### config.mk
export PLATFORM = sky130hd
export DESIGN_NAME = uart_tx_feeder
export DESIGN_NICKNAME = d
export VERILOG_FILES = /design/src/rtl/uart_pkg.sv /design/src/rtl/uart_sync_fifo.sv /design/src/rtl/uart_tx_feeder.sv
export SDC_FILE = /design/constraint.sdc
export NUM_CORES = 1
export LEC_CHECK = 0
export ABC_AREA = 1
export CORE_UTILIZATION = 40
export DETAILED_ROUTE_END_ITERATION = 10
export MAX_ROUTING_LAYER = met4
export PLACE_DENSITY = 0.66
export SKIP_LAST_GASP = 1
export SLEW_MARGIN = 10
export SYNTH_ARGS = -nofsm -noshare
export SYNTH_HDL_FRONTEND = slang
export SYNTH_SLANG_ARGS = --single-unit
### constraint.sdc
create_clock -name clk -period 3.07 [get_ports clk]
set_input_delay 0.614 -clock clk [delete_from_list [all_inputs] [get_ports clk]]
set_output_delay 0.614 -clock clk [all_outputs]
set_load 0.05 [all_outputs]
### src/rtl/uart_pkg.sv
// Shared definitions for the UART transmit path: feeder FSM encoding and the
// default word width.
package uart_pkg;

    localparam int DEFAULT_DATA_WIDTH = 8;

    typedef enum logic [1:0] {
        IDLE      = 2'd0,
        WAIT_ACK  = 2'd1,
        WAIT_DONE = 2'd2
    } feeder_state_t;

endpackage

### src/rtl/uart_sync_fifo.sv
// Synchronous FIFO with an extra pointer wrap bit; full, empty and level are
// derived from the registered pointers only.
module uart_sync_fifo
    import uart_pkg::*;
#(
    parameter int DATA_WIDTH = DEFAULT_DATA_WIDTH,
    parameter int DEPTH      = 8,
    localparam int CNT_W     = $clog2(DEPTH) + 1
) (
    input  logic                  clk,
    input  logic                  rst,
    input  logic [DATA_WIDTH-1:0] wr_data,
    input  logic                  wr_en,
    input  logic                  rd_en,
    output logic [DATA_WIDTH-1:0] rd_data,
    output logic                  full,
    output logic                  empty,
    output logic [CNT_W-1:0]      level
);

    localparam int ADDR_W = $clog2(DEPTH);
    localparam logic [ADDR_W:0] PTR_ONE = 1;

    logic [DATA_WIDTH-1:0] mem [DEPTH];
    logic [ADDR_W:0]       wr_ptr;
    logic [ADDR_W:0]       rd_ptr;
    logic                  push;
    logic                  pop;

    // A write while full is dropped even if a pop happens in the same cycle.
    assign push = wr_en && !full;
    assign pop  = rd_en && !empty;

    always_ff @(posedge clk or negedge rst) begin
        if (!rst) begin
            wr_ptr <= '0;
            rd_ptr <= '0;
        end else begin
            if (push) wr_ptr <= wr_ptr + PTR_ONE;
            if (pop)  rd_ptr <= rd_ptr + PTR_ONE;
        end
    end

    always_ff @(posedge clk) begin
        if (push) mem[wr_ptr[ADDR_W-1:0]] <= wr_data;
    end

    assign rd_data = mem[rd_ptr[ADDR_W-1:0]];
    assign level   = wr_ptr - rd_ptr;
    assign empty   = (wr_ptr == rd_ptr);
    assign full    = (wr_ptr[ADDR_W] != rd_ptr[ADDR_W]) &&
                     (wr_ptr[ADDR_W-1:0] == rd_ptr[ADDR_W-1:0]);

endmodule

### src/rtl/uart_tx_feeder.sv
// Queues bytes and launches them one at a time into the UART transmitter,
// pacing on tx_busy. Optional sticky overflow flag: UART_TX_FEEDER_OVF_EN.
module uart_tx_feeder
    import uart_pkg::*;
#(
    parameter int DATA_WIDTH = DEFAULT_DATA_WIDTH,
    parameter int DEPTH      = 8,
    localparam int CNT_W     = $clog2(DEPTH) + 1
) (
    input  logic                  clk,
    input  logic                  rst,
    input  logic [DATA_WIDTH-1:0] wr_data,
    input  logic                  wr_en,
    output logic                  full,
    output logic                  empty,
    output logic [CNT_W-1:0]      level,
    input  logic                  tx_busy,
    output logic [DATA_WIDTH-1:0] p_data,
    output logic                  data_valid
`ifdef UART_TX_FEEDER_OVF_EN
    ,
    input  logic                  ovf_clr,
    output logic                  ovf
`endif
);

    feeder_state_t         state;
    feeder_state_t         state_next;
    logic                  launch;
    logic [DATA_WIDTH-1:0] head;

    uart_sync_fifo #(
        .DATA_WIDTH (DATA_WIDTH),
        .DEPTH      (DEPTH)
    ) fifo (
        .clk     (clk),
        .rst     (rst),
        .wr_data (wr_data),
        .wr_en   (wr_en),
        .rd_en   (launch),
        .rd_data (head),
        .full    (full),
        .empty   (empty),
        .level   (level)
    );

    always_ff @(posedge clk or negedge rst) begin
        if (!rst) state <= IDLE;
        else      state <= state_next;
    end

    // Launch only from IDLE; the busy high-then-low handshake must complete
    // before the next word can be popped.
    always_comb begin
        state_next = state;
        launch     = 1'b0;
        case (state)
            IDLE: begin
                if (!empty && !tx_busy) begin
                    launch     = 1'b1;
                    state_next = WAIT_ACK;
                end
            end
            WAIT_ACK:  if (tx_busy)  state_next = WAIT_DONE;
            WAIT_DONE: if (!tx_busy) state_next = IDLE;
            default:   state_next = IDLE;
        endcase
    end

    always_ff @(posedge clk or negedge rst) begin
        if (!rst) begin
            p_data     <= '0;
            data_valid <= 1'b0;
        end else begin
            data_valid <= launch;
            if (launch) p_data <= head;
        end
    end

`ifdef UART_TX_FEEDER_OVF_EN
    always_ff @(posedge clk or negedge rst) begin
        if (!rst)                ovf <= 1'b0;
        else if (ovf_clr)        ovf <= 1'b0;
        else if (wr_en && full)  ovf <= 1'b1;
    end
`endif

endmodule
==> flow_metrics.tcl, run 1 <==
set metrics [dict create \
    crit_arrival_ns 2.21 \
    drtIter0Drc 123 \
    post_cts_buffers 0 \
    synth_area_sq_um 3720 \
    ys_ff_latch 83 \
    r2r_slack_ns 0.53 \
    hold_class "reg2reg" \
    vias 2445 \
    antenna_left 0 \
    slew_headroom_pct 39.3 \
    ys_seq_area_share_pct 64.5 \
    required_ns 2.46 \
    crit_start "fifo.rd_ptr[2]$_DFFE_PN0P_" \
    p_leak_nw 1.93 \
    clkLatencyLatePin_ns 0.35 \
    hold_violations 0 \
    timing.setup.tns_ns 0 \
    drv_slew 0 \
    syn-num-nets 384 \
    rows 34 \
    numPortBuffers 26 \
    ys_types 22 \
    yosys.area.top_type "edfxtp_1" \
    drcViolationCount 0 \
    ys_warn_count 0 \
    post-route-period-util_pct 92.0 \
    r2r-start "fifo.rd_ptr[2]$_DFFE_PN0P_" \
    grt_max_degree 37 \
    max-cap-violations 0 \
    end_kind "output port" \
    cts_tree "built" \
    finalSetupViolations 0 \
    cts.clk_slew.worst_paths_ns 0.09 \
    worst_clock_skew_ns 0.0102 \
    criticalPathCategory "reg2out" \
    grt_pass1_wl_um 12400 \
    rsz0062_at_grt "false" \
    holdBufCountCts 0 \
    nFillCells 812 \
    fmax_ghz 0.354 \
    clockBufferDepth 2 \
    routedWlPerCell_um 14.5 \
    setup_slack_ns 0.244 \
    clkSinkCount 83 \
    antenna_found_initial 0 \
    syn_inst 366 \
    post_cts_resized 0 \
    die_w_um 98.4 \
    startpoint_type "register" \
    post-dp-hpwl_um 4980 \
    post-route-min-period_ns 2.83 \
    grt_remaining_overflow 0 \
    htreeDepth 3 \
    areaGrowthSynthToFinish_pct 16.8 \
    viasPerCell 4.78 \
    die_height_um 98.4 \
    routed_wl_um 7410 \
    coreArea_sq_um 8850 \
    cts_buffers 9 \
    grt_pass1_vias 2416 \
    synthTopCellsByArea "edfxtp_1 (52%), dfrtp_1 (13%), nand2_1 (12%), nand3_1 (6.3%), inv_1 (5.9%)" \
    drive_gt1_share_pct 11.4 \
    crit_end "level[3]" \
    r2r_end "fifo.mem[0][3]$_DFFE_PP_" \
    clock-root-buffer "clkbuf_8" \
    dp_slack_ns 0.551 \
    dieArea_sq_um 9690 \
    start_util_pct 42.0 \
    syn_avg_cell_area_sq_um 10.2 \
    netlist.area_leader.share_pct 51.7 \
    reg2reg_depth 9 \
    tightest_slew_ns 0.907 \
    status "finished clean" \
    power_density_nw_per_um2 1090 \
    place.gp.congestion 0.882 \
    crit_fanout 11 \
    finalNetCount 417 \
    num_io_pins 27 \
    irDropWorstVdd_uv 524 \
    diodes 0 \
    grt.total_usage_pct 17.4 \
    first_pass_iters 6 \
]
[synthesized netlist by cell type]
master	number
buf_4	1
o21ai_0	5
buf_2	10
nand2_1	119
nand3_2	4
nand2_2	3
xor2_1	5
dfrtp_1	19
edfxtp_1	64
a21oi_4	1
xnor2_1	1
nor2_1	10
nor3_1	1
ha_1	5
nand3_1	47
a21oi_1	2
inv_1	58
inv_2	6
nand2_4	2
nor2_8	1
buf_6	1
fa_1	1
[power breakdown]
part           switching (W)  internal (W)  total [W]
Combinational        0.00155      0.000839    0.00239
Sequential          0.000130       0.00146    0.00159
Clock               0.000392      0.000373   0.000765
[worst max-delay path: stages, from the launching register on]
cell	delay [ns]
dfrtp_1	0.55
inv_2	0.17
ha_1	0.38
nand2_2	0.11
o21ai_0	0.21
xor2_1	0.27
buf_12	0.17
[routing by layer]
| metal | wire length [um] | GRT usage [%] | vias to the layer above | part of all wire, % |
|---|---|---|---|---|
| li1 | - | - | 1222 | - |
| met1 | 3490 | 24.0 | 1146 | 47 |
| met2 | 3330 | 25.8 | 68 | 45 |
| met3 | 493 | 3.40 | 9 | 6.7 |
| met4 | 96 | 5.86 | 0 | 1.3 |
| met5 | 0 | - | - | 0 |
[through the flow]
stage / instance area (sq um) / utilization [%] / hold WS (ns) / total power, W / cells
3_5_place_dp: 4150 / 46.9 / 0.469 / 0.00400 / 496
4_1_cts: 4340 / 49.1 / 0.488 / 0.00478 / 512
2_1_floorplan: 3720 / - / 0.318 / 0.00319 / 366
6_report: 4340 / 49.1 / 0.488 / 0.00474 / 512
5_1_grt: 4340 / 49.1 / 0.520 / 0.00505 / 512
3_3_place_gp: 4150 / 46.9 / 0.463 / 0.00395 / 496
[cells by family after synthesis]
family / synth area share, %
and+or+nand+nor: 22.2
buffers and inverters: 8.31
DFF: 64.5
AOI/OAI and AO/OA: 1.38
adders and majority gates: 2.22
xor gates and xnor gates: 1.41
[layout make-up]
class / instances / area (sq um) / area share [%]
flip-flops and latches: 83 / 2400 / 55.2
multi-input cells: 207 / 1010 / 23.3
repair buffers: 34 / 368 / 8.47
inverters: 64 / 240 / 5.53
well taps: 108 / 135 / 3.11
clock buffers: 9 / 124 / 2.85
clock inverters: 7 / 67.6 / 1.56
[worst min path at each step]
stage                     startpoint                    end  slack [ns]  cells past startpoint
3_3_place_gp    state[1]$_DFFE_PN0P_   state[0]$_DFFE_PN0P_        0.46                      1
6_report       p_data[4]$_DFFE_PN0P_  p_data[4]$_DFFE_PN0P_        0.49                      2
3_5_place_dp   p_data[3]$_DFFE_PN0P_  p_data[3]$_DFFE_PN0P_        0.47                      2
4_1_cts        p_data[3]$_DFFE_PN0P_  p_data[3]$_DFFE_PN0P_        0.49                      2
2_1_floorplan                    rst   data_valid$_DFF_PN0_        0.32                      0
5_1_grt        p_data[0]$_DFFE_PN0P_  p_data[0]$_DFFE_PN0P_        0.52                      2
[registers in the layout, indices dropped and copies added (netlist names)]
signal       flops
data_valid       1
fifo.mem        64
fifo.rd_ptr      4
fifo.wr_ptr      4
p_data           8
state            2
[cell usage in the layout (no fill, tap or decap)]
cell type / Yosys / routed
inv_6: 0 / 1
nand2_4: 2 / 2
fa_1: 1 / 1
nor3_1: 1 / 1
xnor2_1: 1 / 1
nor2_8: 1 / 1
nand2_2: 3 / 3
clkinvlp_4: 0 / 2
nor2_1: 10 / 10
clkdlybuf4s50_1: 0 / 20
a21oi_4: 1 / 1
buf_4: 1 / 9
xor2_1: 5 / 5
bufinv_16: 0 / 1
dfrtp_1: 19 / 19
clkinv_2: 0 / 2
ha_1: 5 / 5
clkbuf_8: 0 / 9
edfxtp_1: 64 / 64
inv_2: 6 / 6
a21oi_1: 2 / 2
o21ai_0: 5 / 5
nand2_1: 119 / 119
buf_12: 0 / 5
clkinv_1: 0 / 1
nand3_2: 4 / 4
nand3_1: 47 / 47
inv_1: 58 / 58
Power figures use the tool's default switching activity.
==> inputs of run 2 (changes only) <==
CORE_UTILIZATION = 35   (was 40)
PLACE_DENSITY = 0.6   (was 0.66)
==> run 2 against run 1 <==
- count of clock-buffer cells in the layout did not move
- clock skew hardly changed
- sequential power barely moved
- critical path depth stayed put
- utilization fell by 6.3 points
- combinational power is 2% higher
- global-route usage shrank 1.4 points
- die area rose by 14%
- critical path type unchanged
==> flow_metrics.tcl, run 2 (synthesized netlist as in run 1, its figures left out) <==
set metrics [dict create \
    status "finished clean" \
    vias 2454 \
    viasPerCell 4.53 \
    nFillCells 976 \
    htreeDepth 3 \
    clock-root-buffer "clkbuf_8" \
    worst_hold_path.num_cells 2 \
    min_to "p_data[6]$_DFFE_PN0P_" \
    postLayoutCellArea_sq_um 4420 \
    crit_start "fifo.rd_ptr[2]$_DFFE_PN0P_" \
    rsz0062_at_grt "false" \
    slew_headroom_pct 42.5 \
    grt_max_degree 37 \
    end_kind "output port" \
    areaGrowthSynthToFinish_pct 18.7 \
    fmax_ghz 0.345 \
    crit_fanout 11 \
    post_cts_buffers 0 \
    power_density_nw_per_um2 1090 \
    routed_wl_um 7780 \
    place.gp.congestion 0.774 \
    cts.clk_slew.worst_paths_ns 0.09 \
    tightest_slew_ns 0.860 \
    post_cts_resized 0 \
    cts_tree "built" \
    reg2reg_depth 8 \
    antenna_found_initial 0 \
    irDropWorstVdd_uv 593 \
    grt_pass1_wl_um 12700 \
    r2r_slack_ns 0.64 \
    cts_buffers 9 \
    post-route-min-period_ns 2.90 \
    start_util_pct 36.0 \
    clkLatencyLatePin_ns 0.35 \
    path_buf_inv 2 \
    post-route-period-util_pct 94.5 \
    timing.setup.tns_ns 0 \
    holdBufCountCts 0 \
    routedWlPerCell_um 14.3 \
    drive_gt1_share_pct 11.8 \
    finalSetupViolations 0 \
    drcViolationCount 0 \
    r2r-start "fifo.rd_ptr[2]$_DFFE_PN0P_" \
    crit_arrival_ns 2.29 \
    path_cells "inv_2 -> ha_1 -> nand2_2 -> o21ai_0 -> xor2_1 -> buf_12" \
    hold_start "p_data[6]$_DFFE_PN0P_" \
    worst_clock_skew_ns 0.00997 \
    r2r_end "p_data[1]$_DFFE_PN0P_" \
    coreArea_sq_um 10300 \
    required_ns 2.46 \
    rows 37 \
    grt_pass1_vias 2401 \
    drv_slew 0 \
    clockBufferDepth 2 \
    first_pass_iters 4 \
    p_leak_nw 1.95 \
    place_area_sq_um 4220 \
    crit_slowest_cell "dfrtp_1" \
    grt.total_usage_pct 16.0 \
    num_io_pins 27 \
    die_w_um 105 \
    finalNetCount 419 \
    criticalPathCategory "reg2out" \
    clkSinkCount 83 \
    hold_class "reg2reg" \
    max-cap-violations 0 \
    final_common_cell "nand2_1" \
    crit_family "flip-flops" \
    max_stage_delay_ns 0.59 \
    grt_remaining_overflow 0 \
    dieArea_sq_um 11000 \
    drtIter0Drc 116 \
    startpoint_type "register" \
    post-dp-hpwl_um 5170 \
    diodes 0 \
    hold_violations 0 \
    final_cell_mix "nand2_1 (119), edfxtp_1 (64), inv_1 (58), nand3_1 (47), clkdlybuf4s50_1 (20)" \
    antenna_left 0 \
    numPortBuffers 26 \
    die_height_um 105 \
    largest_reg_flops 64 \
]
[run 2: cell types whose count changed in the layout (fill, tap and decap cells not counted)]
cell | before | now
inv_6 | 1 | 2
buf_12 | 5 | 6
clkinv_4 | 0 | 2
buf_4 | 9 | 10
clkinv_2 | 2 | 0
clkinvlp_4 | 2 | 1
[run 2: per-stage QoR]
step           util [%]  total power, W  setup slack (ns)  hold slack [ns]  cells
6_report           42.8         0.00483             0.168            0.493    542
2_1_floorplan         -         0.00319             0.356            0.318    366
3_3_place_gp       40.8         0.00404             0.614            0.464    526
4_1_cts            42.8         0.00488             0.147            0.493    542
3_5_place_dp       40.8         0.00408             0.552            0.471    526
5_1_grt            42.8         0.00514            0.0127            0.524    542
[run 2: worst max path at each step]
stage | end | slack, ns | depth (start not counted)
floorplan | level[3] | 0.36 | 7
global placement | level[3] | 0.61 | 6
detailed placement | level[3] | 0.55 | 6
CTS | level[3] | 0.15 | 6
global route | level[3] | 0.01 | 6
finish | level[3] | 0.17 | 6
[run 2: power by group]
group | switching [W] | leakage (nW) | internal (W) | total (W)
Sequential | 0.000142 | 0.818 | 0.00145 | 0.00160
Combinational | 0.00156 | 1.04 | 0.000883 | 0.00244
Clock | 0.000416 | 0.0979 | 0.000382 | 0.000798
Total | 0.00211 | 1.95 | 0.00272 | 0.00483
[run 2: worst min-delay path, delay by kind of cell (launching register included)]
| family | cells | cell delay [ns] |
|---|---|---|
| simple gates | 2 | 0.10 |
| flops | 1 | 0.36 |
[run 2: routing by layer]
metal / vias to the layer above / wire (um) / track usage, %
met5: - / 0 / -
met4: 0 / 103 / 7.04
met3: 8 / 441 / 3.93
met2: 56 / 3660 / 24.1
met1: 1162 / 3570 / 20.5
li1: 1228 / - / -
[run 2: final cells by class]
class | count | area, sq um | share of cell area [%]
Clock buffer | 9 | 124 | 2.81
Clock inverter | 7 | 76.3 | 1.73
Inverter | 64 | 240 | 5.44
Multi-Input combinational cell | 207 | 1010 | 22.9
Sequential cell | 83 | 2400 | 54.3
Tap cell | 136 | 170 | 3.85
Timing Repair Buffer | 36 | 395 | 8.95
